### config.mk
export PLATFORM = sky130hd
export DESIGN_NAME = bin2bcd_seq
export DESIGN_NICKNAME = d
export VERILOG_FILES = /design/src/rtl/bin2bcd_pkg.sv /design/src/rtl/bcd_digit_adj.sv /design/src/rtl/bin2bcd_seq.sv
export SDC_FILE = /design/constraint.sdc
export NUM_CORES = 1
export LEC_CHECK = 0
export CAP_MARGIN = 20
export CORE_ASPECT_RATIO = 1.25
export CORE_MARGIN = 5
export CORE_UTILIZATION = 56
export DETAILED_ROUTE_END_ITERATION = 12
export GPL_TIMING_DRIVEN = 0
export PLACE_DENSITY = 0.82
export RECOVER_POWER = 25
export SETUP_SLACK_MARGIN = 0.1
export SYNTH_ARGS = -nofsm -noshare
export SYNTH_HDL_FRONTEND = slang
export SYNTH_SLANG_ARGS = --single-unit
### constraint.sdc
create_clock -name clk -period 4.8 [get_ports clk]
set_input_delay 0.96 -clock clk [delete_from_list [all_inputs] [get_ports clk]]
set_output_delay 0.96 -clock clk [all_outputs]
set_load 0.05 [all_outputs]
### src/rtl/bin2bcd_pkg.sv
// Shared types, constants and the digit-count helper for the binary-to-BCD converter.
package bin2bcd_pkg;

  typedef enum logic [1:0] {
    IDLE  = 2'd0,
    SHIFT = 2'd1,
    DONE  = 2'd2
  } state_t;

  localparam int BCD_ADJ_THRESH = 5;
  localparam int BCD_ADJ_ADD    = 3;

  // Number of decimal digits needed to hold 2**bin_w - 1 (at least one digit).
  function automatic int min_digits(input int bin_w);
    longint unsigned v;
    int              d;
    v = (64'd1 << bin_w) - 64'd1;
    d = 1;
    for (int i = 0; i < 20; i++) begin
      if (v >= 64'd10) begin
        v = v / 64'd10;
        d = d + 1;
      end
    end
    return d;
  endfunction

endpackage

### src/rtl/bcd_digit_adj.sv
// Double-dabble digit correction: adds 3 to a BCD digit that is 5 or more.
// Purely combinational, zero latency, no flow control.
module bcd_digit_adj
  import bin2bcd_pkg::*;
(
  input  logic [3:0] i_dig,
  output logic [3:0] o_dig
);

  assign o_dig = (i_dig >= 4'(BCD_ADJ_THRESH)) ? (i_dig + 4'(BCD_ADJ_ADD)) : i_dig;

endmodule

### src/rtl/bin2bcd_seq.sv
// Sequential shift-and-add-3 binary-to-BCD converter, one bit per clock; done pulses BIN_W edges after start.
// start is honoured only when idle; requests during a conversion are dropped. BIN2BCD_SIGNED_EN adds two's-complement input and sign_out.
module bin2bcd_seq
  import bin2bcd_pkg::*;
#(
  parameter int BIN_W  = 8,
  parameter int DIGITS = 3
) (
  input  logic                  clk,
  input  logic                  rst,
  input  logic                  start,
  input  logic [BIN_W-1:0]      bin_in,
  output logic                  busy,
  output logic                  done,
  output logic [4*DIGITS-1:0]   bcd_out
`ifdef BIN2BCD_SIGNED_EN
  ,
  output logic                  sign_out
`endif
);

  localparam int SCR_W = 4 * DIGITS;
  localparam int CNT_W = $clog2(BIN_W + 1);
`ifdef BIN2BCD_SIGNED_EN
  localparam int NEED_DIGITS = min_digits(BIN_W - 1);
`else
  localparam int NEED_DIGITS = min_digits(BIN_W);
`endif

  if (BIN_W < 1 || BIN_W > 32) begin : g_bad_width
    $error("bin2bcd_seq: BIN_W=%0d outside 1..32", BIN_W);
  end
  if (DIGITS < NEED_DIGITS) begin : g_bad_digits
    $error("bin2bcd_seq: DIGITS=%0d too small, need %0d", DIGITS, NEED_DIGITS);
  end

  state_t                   r_state;
  state_t                   w_next;
  logic [BIN_W-1:0]         r_shift;
  logic [SCR_W-1:0]         r_scr;
  logic [CNT_W-1:0]         r_cnt;
  logic [SCR_W-1:0]         r_bcd;
  logic [BIN_W-1:0]         w_mag;
  logic [SCR_W-1:0]         w_adj;
  logic [SCR_W+BIN_W-1:0]   w_cat;
  logic [SCR_W+BIN_W-1:0]   w_cat_sh;
  logic                     w_start_ok;
  logic                     w_last;

`ifdef BIN2BCD_SIGNED_EN
  logic r_sign_pend;
  logic r_sign;

  // Width-limited negate: the most negative input maps onto its unsigned magnitude.
  assign w_mag    = bin_in[BIN_W-1] ? (~bin_in + BIN_W'(1)) : bin_in;
  assign sign_out = r_sign;
`else
  assign w_mag = bin_in;
`endif

  for (genvar g = 0; g < DIGITS; g++) begin : g_adj
    bcd_digit_adj u_adj (
      .i_dig (r_scr[4*g +: 4]),
      .o_dig (w_adj[4*g +: 4])
    );
  end

  assign w_cat    = {w_adj, r_shift};
  assign w_cat_sh = w_cat << 1;
  assign bcd_out  = r_bcd;

  always_ff @(posedge clk) begin
    if (rst) begin
      r_state <= IDLE;
    end else begin
      r_state <= w_next;
    end
  end

  always_comb begin
    w_next     = r_state;
    busy       = 1'b0;
    done       = 1'b0;
    w_start_ok = 1'b0;
    w_last     = 1'b0;
    unique case (r_state)
      IDLE: begin
        if (start) begin
          w_next     = SHIFT;
          w_start_ok = 1'b1;
        end
      end
      SHIFT: begin
        busy = 1'b1;
        if (r_cnt == CNT_W'(1)) begin
          w_next = DONE;
          w_last = 1'b1;
        end
      end
      DONE: begin
        done   = 1'b1;
        w_next = IDLE;
      end
      default: w_next = IDLE;
    endcase
  end

  always_ff @(posedge clk) begin
    if (rst) begin
      r_shift     <= '0;
      r_scr       <= '0;
      r_cnt       <= '0;
      r_bcd       <= '0;
`ifdef BIN2BCD_SIGNED_EN
      r_sign_pend <= 1'b0;
      r_sign      <= 1'b0;
`endif
    end else if (w_start_ok) begin
      r_shift     <= w_mag;
      r_scr       <= '0;
      r_cnt       <= CNT_W'(BIN_W);
`ifdef BIN2BCD_SIGNED_EN
      r_sign_pend <= bin_in[BIN_W-1];
`endif
    end else if (r_state == SHIFT) begin
      r_scr   <= w_cat_sh[SCR_W+BIN_W-1 -: SCR_W];
      r_shift <= w_cat_sh[BIN_W-1:0];
      r_cnt   <= r_cnt - CNT_W'(1);
      // The final shift lands directly in the output so bcd_out and done line up.
      if (w_last) begin
        r_bcd <= w_cat_sh[SCR_W+BIN_W-1 -: SCR_W];
`ifdef BIN2BCD_SIGNED_EN
        r_sign <= r_sign_pend;
`endif
      end
    end
  end

endmodule

## Word-level counts from Yosys, hierarchy flattened

Cells that the tools add are included.

- Register bits after elaboration: 38
- Input bits: 11
- Output and inout bits: 14
- Word-level logic and storage cells: 40

- Add/sub/neg operators: 4
- Order comparisons: 3
- Equal/unequal tests: 5
- Multiplexer cells: 16
- Bitwise logic cells: 1
- Reductions and logical operators: 5

Operators with widths:

| cell | count |
|---|---|
| $mux 4 | 4 |
| $mux 8 | 2 |
| $ge 4x3->1 const B | 3 |
| $add 4x2->4 const B | 2 |
| $mux 1 | 6 |
| $eq 4x1->1 const B | 1 |
| $mux 2 | 2 |
| $ne 2x2->1 const B | 2 |
| $pmux 2 s2 | 1 |
| $sub 4x1->4 const B | 1 |
| $add 3x2->3 const B | 1 |
| $mux 3 | 1 |
| $reduce_and 3->1 | 1 |
| $eq 2x1->1 const B | 1 |
| $eq 2x2->1 const B | 1 |
| $logic_not 2->1 | 1 |
| $reduce_and 2->1 | 1 |
| $reduce_bool 2->1 | 1 |
| $reduce_or 2->1 | 1 |
| $not 1->1 | 1 |

## Logic depth before layout (Yosys ltp)

- Word-level depth: 4
- Depth in mapped cells: 6

## Modules after synthesis

Synthesis repeated with hierarchy kept, for this count alone.

- Cell total of the unflattened synthesis: 202
- Area total of the unflattened synthesis: 1775.5 sq um

Modules (own cells, without submodules):

| module | times used | cells each | area an instance (sq um) |
|---|---|---|---|
| bin2bcd_seq | 1 | 154 | 1471.4 |
| bcd_digit_adj | 3 | 16 | 101.3 |

## Least setup slack after synthesis

Ideal clock, no wire load.

- Path type: reg2out
- Start: reg r_state[1]
- End: out done
- Data arrival time: 1.032 ns
- Data required time: 3.840 ns
- Slack: 2.808 ns
- Cell stages (with the launch flop): 2
- Cells stage by stage: dfxtp_1 -> nor2b_1

- Word-level cells in the longest chain between the ends: 2

Ends and longest elaborated chain:

| element | RTL line | source |
|---|---|---|
| from (decl) | bin2bcd_seq.sv:37 | `state_t r_state;` |
| from (signal assigned) | bin2bcd_seq.sv:76 | `r_state <= w_next;` |
| $eq 2x2->1 | bin2bcd_seq.sv:86 | `unique case (r_state)` |
| $mux 1 | bin2bcd_seq.sv:86 |  |
| to (decl) | bin2bcd_seq.sv:14 | `output logic done,` |

No other way between the ends.

## Worst setup path after layout

- Start: reg r_state[1]
- End: out busy

- Word-level cells in the longest chain between the ends: 2

Ends and longest elaborated chain:

| element | RTL line | source |
|---|---|---|
| $eq 2x1->1 | bin2bcd_seq.sv:86 |  |
| $mux 1 | bin2bcd_seq.sv:86 |  |
| to (decl) | bin2bcd_seq.sv:13 | `output logic busy,` |

No other way between the ends.

==> summary.md <==
| Metric | Value |
|---|---|
| Post-synth top cells | `38 x dfxtp_1, 23 x a21oi_1, 15 x nand2_1, 15 x nor2_1` |
| Area leader, netlist | `dfxtp_1` |
| Routability Congestion | `0.799` |
| Final setup vio count | `0` |
| RSZ-0062 raised after global routing | `no` |
| Synth warnings | `0` |
| All-Layer GR Usage | `between 10% and 20%` |
| CTS tree | `yes` |
| Max Fanout on Critical Path | `10` |
| Clock transition at the registers of the reported paths | `110 ps` |
| Critical Path End | `busy` |
| DPL Wire Length | `approximately 2700 µm` |
| Fmax | `311 MHz` |
| Arrival @ worst endpoint | `2260 ps` |
| Sequential power share | `56.8%` |
| Clock net sink count | `38` |
| First-pass GRT wire length | `around 6300 µm` |
| Worst-Margin Slew | `635 ps` |
| R2R Setup Slk | `2650 ps` |
| Nets | `240` |
| Chip Width | `58.7 µm` |
| Post-synth top area share | `between 40% and 50%` |
| Routed wire length | `3660 µm` |
| WL/cell | `between 10 and 15 µm` |
| Post-synthesis sequential area ratio | `45.9%` |
| Cell variety after synth | `29` |
| Top post-synthesis cells by area | `dfxtp_1 46%, a21oi_1 6.9%, ha_1 6.0%, nand2b_1 3.8%, nand2_1 3.4%` |
| IO Pins | `25` |
| Post-synthesis register bit count | `38` |
| Grt ovf | `0` |
| Hold path start | `r_shift[5]$_SDFFE_PP0P_` |
| Switching portion of total power | `27.3%` |
| Port bufs | `24` |
| Layout cell share with drive strength beyond 1 | `6.76%` |
| Post-CTS setup buffers | `0` |
| NetSw | `0.161 mW` |
| Period utilization | `67.1%` |
| Via count | `around 1500` |
| Die height | `about 71 µm` |
| DR iter-0 viols | `20` |
| EDFF count, synth | `0` |
| Reg2reg start | `r_cnt[0]$_SDFFE_PP0P_` |
| Tot Pwr | `roughly 0.59 mW` |
| # H-tree levels | `2` |
| Clock latency at the later pin of the worst-skew pair | `~350 ps` |
| Initial antenna violation count | `0` |
| Clock root buffer | `clkbuf_4` |
| Power per cell area | `295 mW/mm²` |
| Core area | `0.00289 mm²` |
| Asr flop ratio synth | `0%` |
| Antenna diodes | `0` |
| Logic pwr share | `13.4%` |
| Post-CTS resize count | `0` |
| Max clock buf depth | `2` |
| Post-CTS Hold Buffers | `0` |
| CTS Buf Count | `5` |
| Setup TNS | `0 ps` |
| Final hold vios | `0` |
| Mean area per synthesized cell | `just under 9 µm²` |
| Int Pwr | `0.429 mW` |
| Largest net degree at the start of global routing | `12` |
| Crit Path Class | `reg2out` |
| Required @ worst endpoint | `about 3800 ps` |
| Mapped cell area | `between 0.0015 and 0.002 mm²` |
| Most used DFF post-synth | `dfxtp_1` |
| Clock power frac | `29.8%` |
| First-pass DRT Iterations | `4` |
| # Max-Cap Violations | `0` |
| Crit end category | `output pin` |
| Mapped Nets | `~210` |
| Peak VDD IR | `0.234 mV` |
| Status | `finished clean` |
| Antenna-violating nets left | `0` |
| Most common cell in the netlist | `dfxtp_1` |
| Leakage Power | `0.698 nW` |
| Relative slew slack | `57.5%` |
| Via-to-Cell Ratio | `5.62` |
| Crit path launch type | `register` |
| Fin. max-slew vios | `0` |
| Tightest Hold Check Type | `reg2reg` |
| R2r worst-path depth | `5` |
| Layout overhead on the synthesized area | `20.4%` |
| Worst Clk Skew | `4.26 ps` |
| Row Count | `22` |
| Critical R2R Capture | `bcd_out[2]$_SDFFE_PP0P_` |
| Vias in the first global route | `1450` |
| Tmin final | `around 3200 ps` |
| Worst setup path startpoint | `r_state[1]$_SDFFE_PP0P_` |
| Die area | `0.00416 mm²` |
| Cells after Synth | `190` |
| Remaining DRCs | `0` |
| Effective utilization at floorplan | `57.4%` |
==> metal layers <==
layer,track usage (%),wire (µm),vias to the layer above
met5,0,0,-
met4,9.07,97,0
met3,5.84,164,9
met2,34.5,1920,31
met1,21.3,1470,683
li1,-,-,727
==> placed cells by master (no fill, tap or decap), types with 2 or more instances in the layout <==
cell type | synthesis | layout
nor3b_1 | 6 | 6
a211oi_1 | 7 | 7
dfxtp_1 | 38 | 38
dlygate4sd3_1 | 0 | 2
clkbuf_1 | 2 | 5
clkdlybuf4s50_1 | 0 | 22
ha_1 | 8 | 8
xnor2_1 | 4 | 4
nand3_1 | 6 | 6
nand2b_1 | 10 | 10
mux2_2 | 3 | 3
nand2_1 | 15 | 15
buf_2 | 5 | 4
a22oi_1 | 7 | 7
clkbuf_4 | 0 | 5
a21oi_1 | 23 | 23
inv_1 | 10 | 10
o21ai_0 | 10 | 10
o22ai_1 | 9 | 9
nor2_1 | 15 | 16
==> worst min path at each step <==
stage                                    to  depth (start not counted)  slack [ps]
global placement    r_shift[6]$_SDFFE_PP0P_                          2         450
finish              r_shift[5]$_SDFFE_PP0P_                          2         470
detailed placement  r_shift[6]$_SDFFE_PP0P_                          2         460
floorplan           r_shift[1]$_SDFFE_PP0P_                          2         440
CTS                 r_shift[6]$_SDFFE_PP0P_                          2         470
global route        r_shift[1]$_SDFFE_PP0P_                          2         490
==> kinds of logic after synthesis <==
kind of cell | synth area share, %
DFF | 45.9
muxes | 2.64
and+or+nand+nor | 18.4
xor gates and xnor gates | 2.64
buffers and inverters | 4.75
AOI/OAI and AO/OA | 19.7
adders and majority gates | 6.03
==> through the flow <==
stage          hold slack (ps)  std cells  setup slack (ps)  area, µm²  utilization [%]
6_report                   469        258              1580       2000             69.1
2_1_floorplan              437        190              2810       1660                -
4_1_cts                    472        258              1580       2000             69.4
5_1_grt                    487        258              1500       2000             69.1
3_5_place_dp               456        250              1980       1940             67.3
3_3_place_gp               445        250              1990       1940             67.3
==> power groups by stage <==
stage | registers, mW | logic [mW] | clock network (mW)
after floorplan | 0.344 | 0.0497 | 0
after global placement | 0.341 | 0.0773 | 0
after detailed placement | 0.342 | 0.0802 | 0
after CTS | 0.335 | 0.0804 | 0.180
after global routing | 0.337 | 0.0872 | 0.197
final | 0.335 | 0.0790 | 0.176
==> layout make-up <==
cell class                      instances  area [µm²]
Inverter                               10        37.5
Clock buffer                            7        55.1
Buffer                                  9        38.8
Timing Repair Buffer                   24         240
Tap cell                               36        45.0
Fill cell                             252         893
Sequential cell                        38         761
Clock inverter                          1        5.00
Multi-Input combinational cell        133         815
==> critical path, stage by stage, from the launching register on <==
cell and delay, ps:
dfxtp_1 330, nand2b_1 250, inv_1 190, buf_2 280
clkdlybuf4s50_1 850
==> state kept, by name, indices dropped and copies added (netlist names) <==
| register | count |
|---|---|
| r_scr | 12 |
| bcd_out | 12 |
| r_shift | 8 |
| r_cnt | 4 |
| r_state | 2 |
No activity file was read; power rests on OpenSTA's default activity.
